### src/rtl/burst_write_master_pkg.sv
// Shared definitions for the bursting write master.
//   state_t    : FSM state encoding (ST_IDLE, ST_BURST)
//   burst_size : beats in the next burst, given the word offset inside a
//                MAXBURSTCOUNT-word line, the words still to write and the
//                line size. A burst never runs past the end of its line.
package burst_write_master_pkg;

    typedef enum logic {
        ST_IDLE  = 1'b0,
        ST_BURST = 1'b1
    } state_t;

    function automatic logic [31:0] burst_size(
        input logic [31:0] offset,
        input logic [31:0] words,
        input logic [31:0] max_burst
    );
        logic [31:0] room;
        room = (offset != 32'd0) ? (max_burst - offset) : max_burst;
        return (words < room) ? words : room;
    endfunction

endpackage

### src/rtl/burst_write_master_fifo.sv
// Show-ahead synchronous FIFO holding user write data for the write master.
// Ports:
//   clk, reset  : clock, asynchronous active-high reset (empties the FIFO)
//   push        : write push_data; ignored while full
//   push_data   : data to store
//   pop         : drop the head word; ignored while empty
//   head_data   : current head word (valid whenever empty == 0)
//   usedw       : words held, DEPTH_LOG2+1 bits so a full FIFO is representable
//   full, empty : status flags
// USE_MEMORY = 1 keeps the storage free of reset so it can map to RAM;
// USE_MEMORY = 0 builds it from resettable flops.
module burst_write_fifo #(
    parameter int DATAWIDTH  = 32,
    parameter int DEPTH      = 32,
    parameter int DEPTH_LOG2 = 5,
    parameter int USE_MEMORY = 1
) (
    input  logic                  clk,
    input  logic                  reset,
    input  logic                  push,
    input  logic [DATAWIDTH-1:0]  push_data,
    input  logic                  pop,
    output logic [DATAWIDTH-1:0]  head_data,
    output logic [DEPTH_LOG2:0]   usedw,
    output logic                  full,
    output logic                  empty
);

    logic [DEPTH_LOG2-1:0] wr_ptr;
    logic [DEPTH_LOG2-1:0] rd_ptr;
    logic                  push_ok;
    logic                  pop_ok;

    assign full  = (usedw == (DEPTH_LOG2+1)'(DEPTH));
    assign empty = (usedw == '0);

    // Full is evaluated before the pop, so a push into a full FIFO is dropped
    // even when a pop happens in the same cycle.
    assign push_ok = push && !full;
    assign pop_ok  = pop && !empty;

    always_ff @(posedge clk or posedge reset) begin
        if (reset) begin
            wr_ptr <= '0;
            rd_ptr <= '0;
            usedw  <= '0;
        end else begin
            if (push_ok) wr_ptr <= wr_ptr + 1'b1;
            if (pop_ok)  rd_ptr <= rd_ptr + 1'b1;
            case ({push_ok, pop_ok})
                2'b10:   usedw <= usedw + 1'b1;
                2'b01:   usedw <= usedw - 1'b1;
                default: usedw <= usedw;
            endcase
        end
    end

    generate
        if (USE_MEMORY != 0) begin : g_ram
            logic [DATAWIDTH-1:0] mem [DEPTH];
            always_ff @(posedge clk) begin
                if (push_ok) mem[wr_ptr] <= push_data;
            end
            assign head_data = mem[rd_ptr];
        end else begin : g_regs
            logic [DATAWIDTH-1:0] regs [DEPTH];
            always_ff @(posedge clk or posedge reset) begin
                if (reset) begin
                    for (int i = 0; i < DEPTH; i++) regs[i] <= '0;
                end else if (push_ok) begin
                    regs[wr_ptr] <= push_data;
                end
            end
            assign head_data = regs[rd_ptr];
        end
    endgenerate

endmodule

### src/rtl/burst_write_master.sv
// Avalon-MM bursting write master. User logic fills an internal FIFO; after
// control_go the block writes control_write_length bytes starting at
// control_write_base, in bursts that never cross a MAXBURSTCOUNT-word line,
// and raises control_done when finished.
// Ports:
//   clk, reset               : clock, asynchronous active-high reset
//   control_fixed_location   : keep the same address for every burst
//   control_write_base/length: byte start address / byte count
//   control_go               : one-cycle start pulse (ignored mid-burst)
//   control_done             : nothing left to write and idle
//   user_write_buffer/data   : FIFO push port; user_buffer_full = FIFO full
//   master_*                 : Avalon-MM bursting write interface
//
// state    | meaning
// ST_IDLE  | waiting for go, or for the FIFO to hold the whole next burst
// ST_BURST | master_write high; beats go out as waitrequest allows
module burst_write_master
    import burst_write_master_pkg::*;
#(
    parameter int DATAWIDTH       = 32,
    parameter int MAXBURSTCOUNT   = 4,
    parameter int BURSTCOUNTWIDTH = 3,
    parameter int BYTEENABLEWIDTH = 4,
    parameter int ADDRESSWIDTH    = 32,
    parameter int FIFODEPTH       = 32,
    parameter int FIFODEPTH_LOG2  = 5,
    parameter int FIFOUSEMEMORY   = 1
) (
    input  logic                       clk,
    input  logic                       reset,
    input  logic                       control_fixed_location,
    input  logic [ADDRESSWIDTH-1:0]    control_write_base,
    input  logic [ADDRESSWIDTH-1:0]    control_write_length,
    input  logic                       control_go,
    output logic                       control_done,
    input  logic                       user_write_buffer,
    input  logic [DATAWIDTH-1:0]       user_buffer_data,
    output logic                       user_buffer_full,
    output logic [ADDRESSWIDTH-1:0]    master_address,
    output logic                       master_write,
    output logic [BYTEENABLEWIDTH-1:0] master_byteenable,
    output logic [DATAWIDTH-1:0]       master_writedata,
    output logic [BURSTCOUNTWIDTH-1:0] master_burstcount,
    input  logic                       master_waitrequest
);

    localparam int BE_LOG2 = $clog2(BYTEENABLEWIDTH);
    localparam int MB_LOG2 = $clog2(MAXBURSTCOUNT);

    state_t                     state;
    state_t                     state_next;
    logic [ADDRESSWIDTH-1:0]    length;
    logic [BURSTCOUNTWIDTH-1:0] beats_left;
    logic                       fixed_d1;

    logic [FIFODEPTH_LOG2:0]    fifo_used;
    logic                       fifo_empty;
    logic [MB_LOG2-1:0]         offset;
    logic [ADDRESSWIDTH-1:0]    words;
    logic [31:0]                next_count_full;
    logic [BURSTCOUNTWIDTH-1:0] next_count;
    logic                       load_go;
    logic                       start_burst;
    logic                       accept;
    logic                       last_beat;

    // Word position inside the current MAXBURSTCOUNT-word line.
    assign offset          = master_address[BE_LOG2 +: MB_LOG2];
    assign words           = length >> BE_LOG2;
    assign next_count_full = burst_size(32'(offset), 32'(words), 32'(MAXBURSTCOUNT));
    assign next_count      = BURSTCOUNTWIDTH'(next_count_full);
    assign last_beat       = (beats_left == BURSTCOUNTWIDTH'(1));

    always_comb begin
        state_next   = state;
        master_write = 1'b0;
        load_go      = 1'b0;
        start_burst  = 1'b0;
        accept       = 1'b0;
        case (state)
            ST_IDLE: begin
                if (control_go) begin
                    load_go = 1'b1;
                end else if ((length != '0) && (32'(fifo_used) >= next_count_full)) begin
                    start_burst = 1'b1;
                    state_next  = ST_BURST;
                end
            end
            ST_BURST: begin
                master_write = 1'b1;
                // A burst only starts once the FIFO holds all of it, so empty
                // never gates a beat in practice; it just keeps pops safe.
                accept = !master_waitrequest && !fifo_empty;
                if (accept && last_beat) state_next = ST_IDLE;
            end
            default: state_next = ST_IDLE;
        endcase
    end

    always_ff @(posedge clk or posedge reset) begin
        if (reset) begin
            state             <= ST_IDLE;
            master_address    <= '0;
            length            <= '0;
            fixed_d1          <= 1'b0;
            beats_left        <= '0;
            master_burstcount <= '0;
        end else begin
            state <= state_next;
            if (load_go) begin
                master_address <= control_write_base;
                length         <= control_write_length;
                fixed_d1       <= control_fixed_location;
            end
            if (start_burst) begin
                master_burstcount <= next_count;
                beats_left        <= next_count;
            end
            if (accept) begin
                beats_left <= beats_left - 1'b1;
                length     <= length - ADDRESSWIDTH'(BYTEENABLEWIDTH);
                // Address stays put for the whole burst and steps once at its end.
                if (last_beat && !fixed_d1) begin
                    master_address <= master_address +
                                      (ADDRESSWIDTH'(master_burstcount) << BE_LOG2);
                end
            end
        end
    end

    assign control_done      = (length == '0) && (state == ST_IDLE);
    assign master_byteenable = '1;

    burst_write_fifo #(
        .DATAWIDTH  (DATAWIDTH),
        .DEPTH      (FIFODEPTH),
        .DEPTH_LOG2 (FIFODEPTH_LOG2),
        .USE_MEMORY (FIFOUSEMEMORY)
    ) u_fifo (
        .clk       (clk),
        .reset     (reset),
        .push      (user_write_buffer),
        .push_data (user_buffer_data),
        .pop       (accept),
        .head_data (master_writedata),
        .usedw     (fifo_used),
        .full      (user_buffer_full),
        .empty     (fifo_empty)
    );

endmodule

### config.mk
export PLATFORM = sky130hd
export DESIGN_NAME = burst_write_master
export DESIGN_NICKNAME = d
export VERILOG_FILES = /design/src/rtl/burst_write_master_pkg.sv /design/src/rtl/burst_write_master_fifo.sv /design/src/rtl/burst_write_master.sv
export SDC_FILE = /design/constraint.sdc
export NUM_CORES = 1
export LEC_CHECK = 0
export ABC_AREA = 0
export CAP_MARGIN = 40
export CORE_MARGIN = 5
export CORE_UTILIZATION = 50
export CTS_CLUSTER_SIZE = 40
export DETAILED_ROUTE_END_ITERATION = 7
export MAX_ROUTING_LAYER = met4
export PLACE_DENSITY = 0.68
export SYNTH_ARGS = -nofsm -noshare
export SYNTH_HDL_FRONTEND = slang
export SYNTH_SLANG_ARGS = --single-unit
### constraint.sdc
create_clock -name clk -period 7.3 [get_ports clk]
set_input_delay 2.19 -clock clk [delete_from_list [all_inputs] [get_ports clk]]
set_output_delay 2.19 -clock clk [all_outputs]
set_load 0.005 [all_outputs]
==> metrics.md <==
| Metric | Value |
|---|---|
| Run status | `complete, no violations` |
| Htree depth | `3` |
| CORE AREA | `0.0881 mm^2` |
| Clock buffer depth | `3` |
| Buffers on Ports | `171` |
| Drt first pass iters | `7` |
| Commonest non-fill, non-tap cell in the layout | `edfxtp_1` |
| Final setup fails | `0` |
| Root Driver | `clkbuf_16` |
| CTS Hold Bufs | `0` |
| Critical Path End Type | `primary output` |
| Fill cells | `6353` |
| CP Data Arrival Time | `4.02 ns` |
| Top cell type's share of synthesized area | `69.5%` |
| Num ports | `roughly 180` |
| DRT Wirelength | `108000 um` |
| Die width | `307 um` |
| Pwr/cell area | `371 mW/mm^2` |
| Top FF cell, synth | `edfxtp_1` |
| Initial DRC Count | `2707` |
| Worst hold path class | `reg -> reg` |
| Netlist Area Pre-Place | `~0.044 mm^2` |
| Routed via count | `22577` |
| Detailed Place HPWL | `63200 um` |
| Routed WL per cell | `29.6 um` |
| DRC Markers | `0` |
| Mapped Avg Cell Area | `about 21 um^2` |
| Tmin final | `6.21 ns` |
| GRT overflow | `0` |
| Cell taking the most area after synthesis | `edfxtp_1` |
| R2R Setup Slk | `3.27 ns` |
| GP Congestion | `slightly above 0.8` |
| Total CTS buffers | `108` |
| Die Area | `0.0945 mm^2` |
| Synth area leaders | `edfxtp_1 (70%), mux4_2 (16%), dfrtp_1 (5.0%)` |
| Post-CTS Repair Setup Buffers | `0` |
| FMAX | `0.161 GHz` |
| Final Power | `19.3 mW` |
| Fin area | `0.0520 mm^2` |
| RSZ-0062 raised after global routing | `no` |
| WP data required | `5.11 ns` |
| Post-cts sizing count | `0` |
| Nets@finish | `about 2500` |
| Worst-path fanout max | `57` |
| # clock sinks | `1112` |
| Area delta synth->final | `17.5%` |
| DP Area | `0.0484 mm^2` |
| Crit Path Category | `reg -> out` |
| Maxcap violations | `0` |
| Initial antenna violation count | `7` |
| Synthesis Warnings | `0` |
| Die Y | `307 um` |
| Vias in the first global route | `roughly 23000` |
| Setup TNS | `0 ns` |
| Post-synth EDFFs | `1024` |
| Pins Over Slew Limit | `0` |
| Share of layout cells above drive strength 1 | `roughly 27%` |
| Synth cell types | `73` |
| Clk pin slew, worst setup/hold paths | `0.06 ns` |
| Hold Crit Depth | `1` |
| Final hold viol count | `0` |
| Via density | `6.18` |
| R2r worst-path depth | `10` |
| Multi-input logic area | `0.0110 mm^2` |
| Final core utilization | `59.0%` |
| Worst skew pair latency | `0.67 ns` |
| Maximum VDD drop | `roughly 270 uV` |
| GRT Resource Usage Total | `23.6%` |
| #FFs+latches synth | `about 1100` |
| Async S/R FF share, synth | `7.91%` |
| DRT antenna net count | `0` |
| Row count | `approximately 110` |
| CTS tree | `built` |
| First-pass GRT wire length | `~160000 um` |
| Pin count of the biggest net entering global routing | `88` |
| Fin Clk Skew | `0.0233 ns` |
| Relative slew slack | `32.1%` |
| Final worst path period share | `85.1%` |
| Startpoint Class | `flop` |
| Commonest non-fill, non-tap cells in the layout | `edfxtp_1 (1024), mux4_2 (320), clkdlybuf4s50_1 (171), clkbuf_16 (109), dfrtp_1 (83)` |
| Register area | `0.0330 mm^2` |
| Worst-Margin Slew | `1.01 ns` |
| Synth Instances | `2114` |
| Initial Utilization | `50.2%` |
| Leak | `around 17 nW` |
| Post-synthesis sequential area ratio | `about 75%` |
==> worst paths after layout <==
check / endpoint / startpoint
min: master_address[31]$_DFF_PP0_ / master_address[31]$_DFF_PP0_
min in group asynchronous: u_fifo.usedw[5]$_DFFE_PP0P_ / reset
min reg2reg: master_address[31]$_DFF_PP0_ / master_address[31]$_DFF_PP0_
max reg2reg: beats_left[0]$_DFFE_PP0P_ / length[24]$_DFFE_PP0P_
max in group asynchronous: master_address[19]$_DFF_PP0_ / reset
max: master_writedata[20] / u_fifo.rd_ptr[0]$_DFFE_PP0P_
==> cells in the mapped netlist (all sizes together), types with 3 or more instances <==
library cell,instances
mux4,320
buf,34
nor4,8
inv,28
nand4,15
nand4b,3
a311oi,5
nor2,88
a211oi,17
o211ai,10
a211o,5
mux2i,5
or4b,3
a31oi,10
nand2,76
o31a,5
o31ai,4
a21oi,27
a221o,3
and3,12
nand2b,7
o21ai,25
or2,5
or4,10
nand3,19
nor3,33
o221a,6
clkbuf,82
o311ai,6
nor2b,3
mux2,34
xnor2,11
edfxtp,1024
dfrtp,88
a21o,7
ha,26
or3,7
and2,4
and4,4
o22ai,7
==> per-layer routing <==
layer  global-route usage [%]  wire [um]  up-vias
met5                        -          0        -
met4                     6.20       2640        0
met3                     4.17       8160      167
met2                     37.8      54900      998
met1                     32.1      42400    12001
li1                         -          -     9411
==> kinds of logic after synthesis <==
| group | count (synthesis) | share of synthesized area (%) |
|---|---|---|
| compound gates | 152 | 2.42 |
| xor+xnor | 13 | 0.257 |
| fa+ha+maj | 28 | 0.826 |
| buf+inv | 144 | 1.29 |
| flops | 1112 | 74.5 |
| mux | 359 | 17.3 |
| other cells | 1 | 0.00848 |
| simple gates | 305 | 3.41 |
==> sequential cells by signal, indices dropped and copies added (netlist names) <==
signal	flops
u_fifo.wr_ptr	5
length	32
fixed_d1	1
u_fifo.g_ram.mem	1024
master_burstcount	3
master_address	32
state	1
beats_left	3
u_fifo.usedw	6
u_fifo.rd_ptr	5
==> worst max-delay path: stages (launching register included) <==
cell             delay [ns]
dfrtp_4                0.95
buf_12                 0.46
mux4_2                 0.58
mux4_2                 0.47
mux2_2                 0.31
clkdlybuf4s50_1        0.46
==> where the power goes <==
part / leakage [nW] / internal (mW) / switching [mW]
Clock: 1.64 / 3.06 / 2.33
Sequential: 10.2 / 7.55 / 0.524
Combinational: 4.73 / 3.10 / 2.71
Total: 16.6 / 13.7 / 5.57
==> stage by stage <==
| stage | instances | hold slack (ns) | setup WS, ns |
|---|---|---|---|
| final | 3651 | 0.482 | 1.09 |
| after CTS | 3634 | 0.485 | 0.963 |
| after floorplan | 2120 | 0.438 | 2.48 |
| after global placement | 3409 | 0.461 | 1.70 |
| after global routing | 3650 | 0.489 | 0.839 |
| after detailed placement | 3433 | 0.472 | 1.67 |
==> final cells by class <==
cell class	count	share of cell area (%)
Inverter	28	0.205
Clock buffer	135	5.44
Timing Repair Buffer	274	5.82
Multi-Input combinational cell	864	21.1
Clock inverter	66	1.12
Antenna cell	7	0.0337
Sequential cell	1112	63.4
Tap cell	1165	2.80
(Power assumes the default switching activity.)
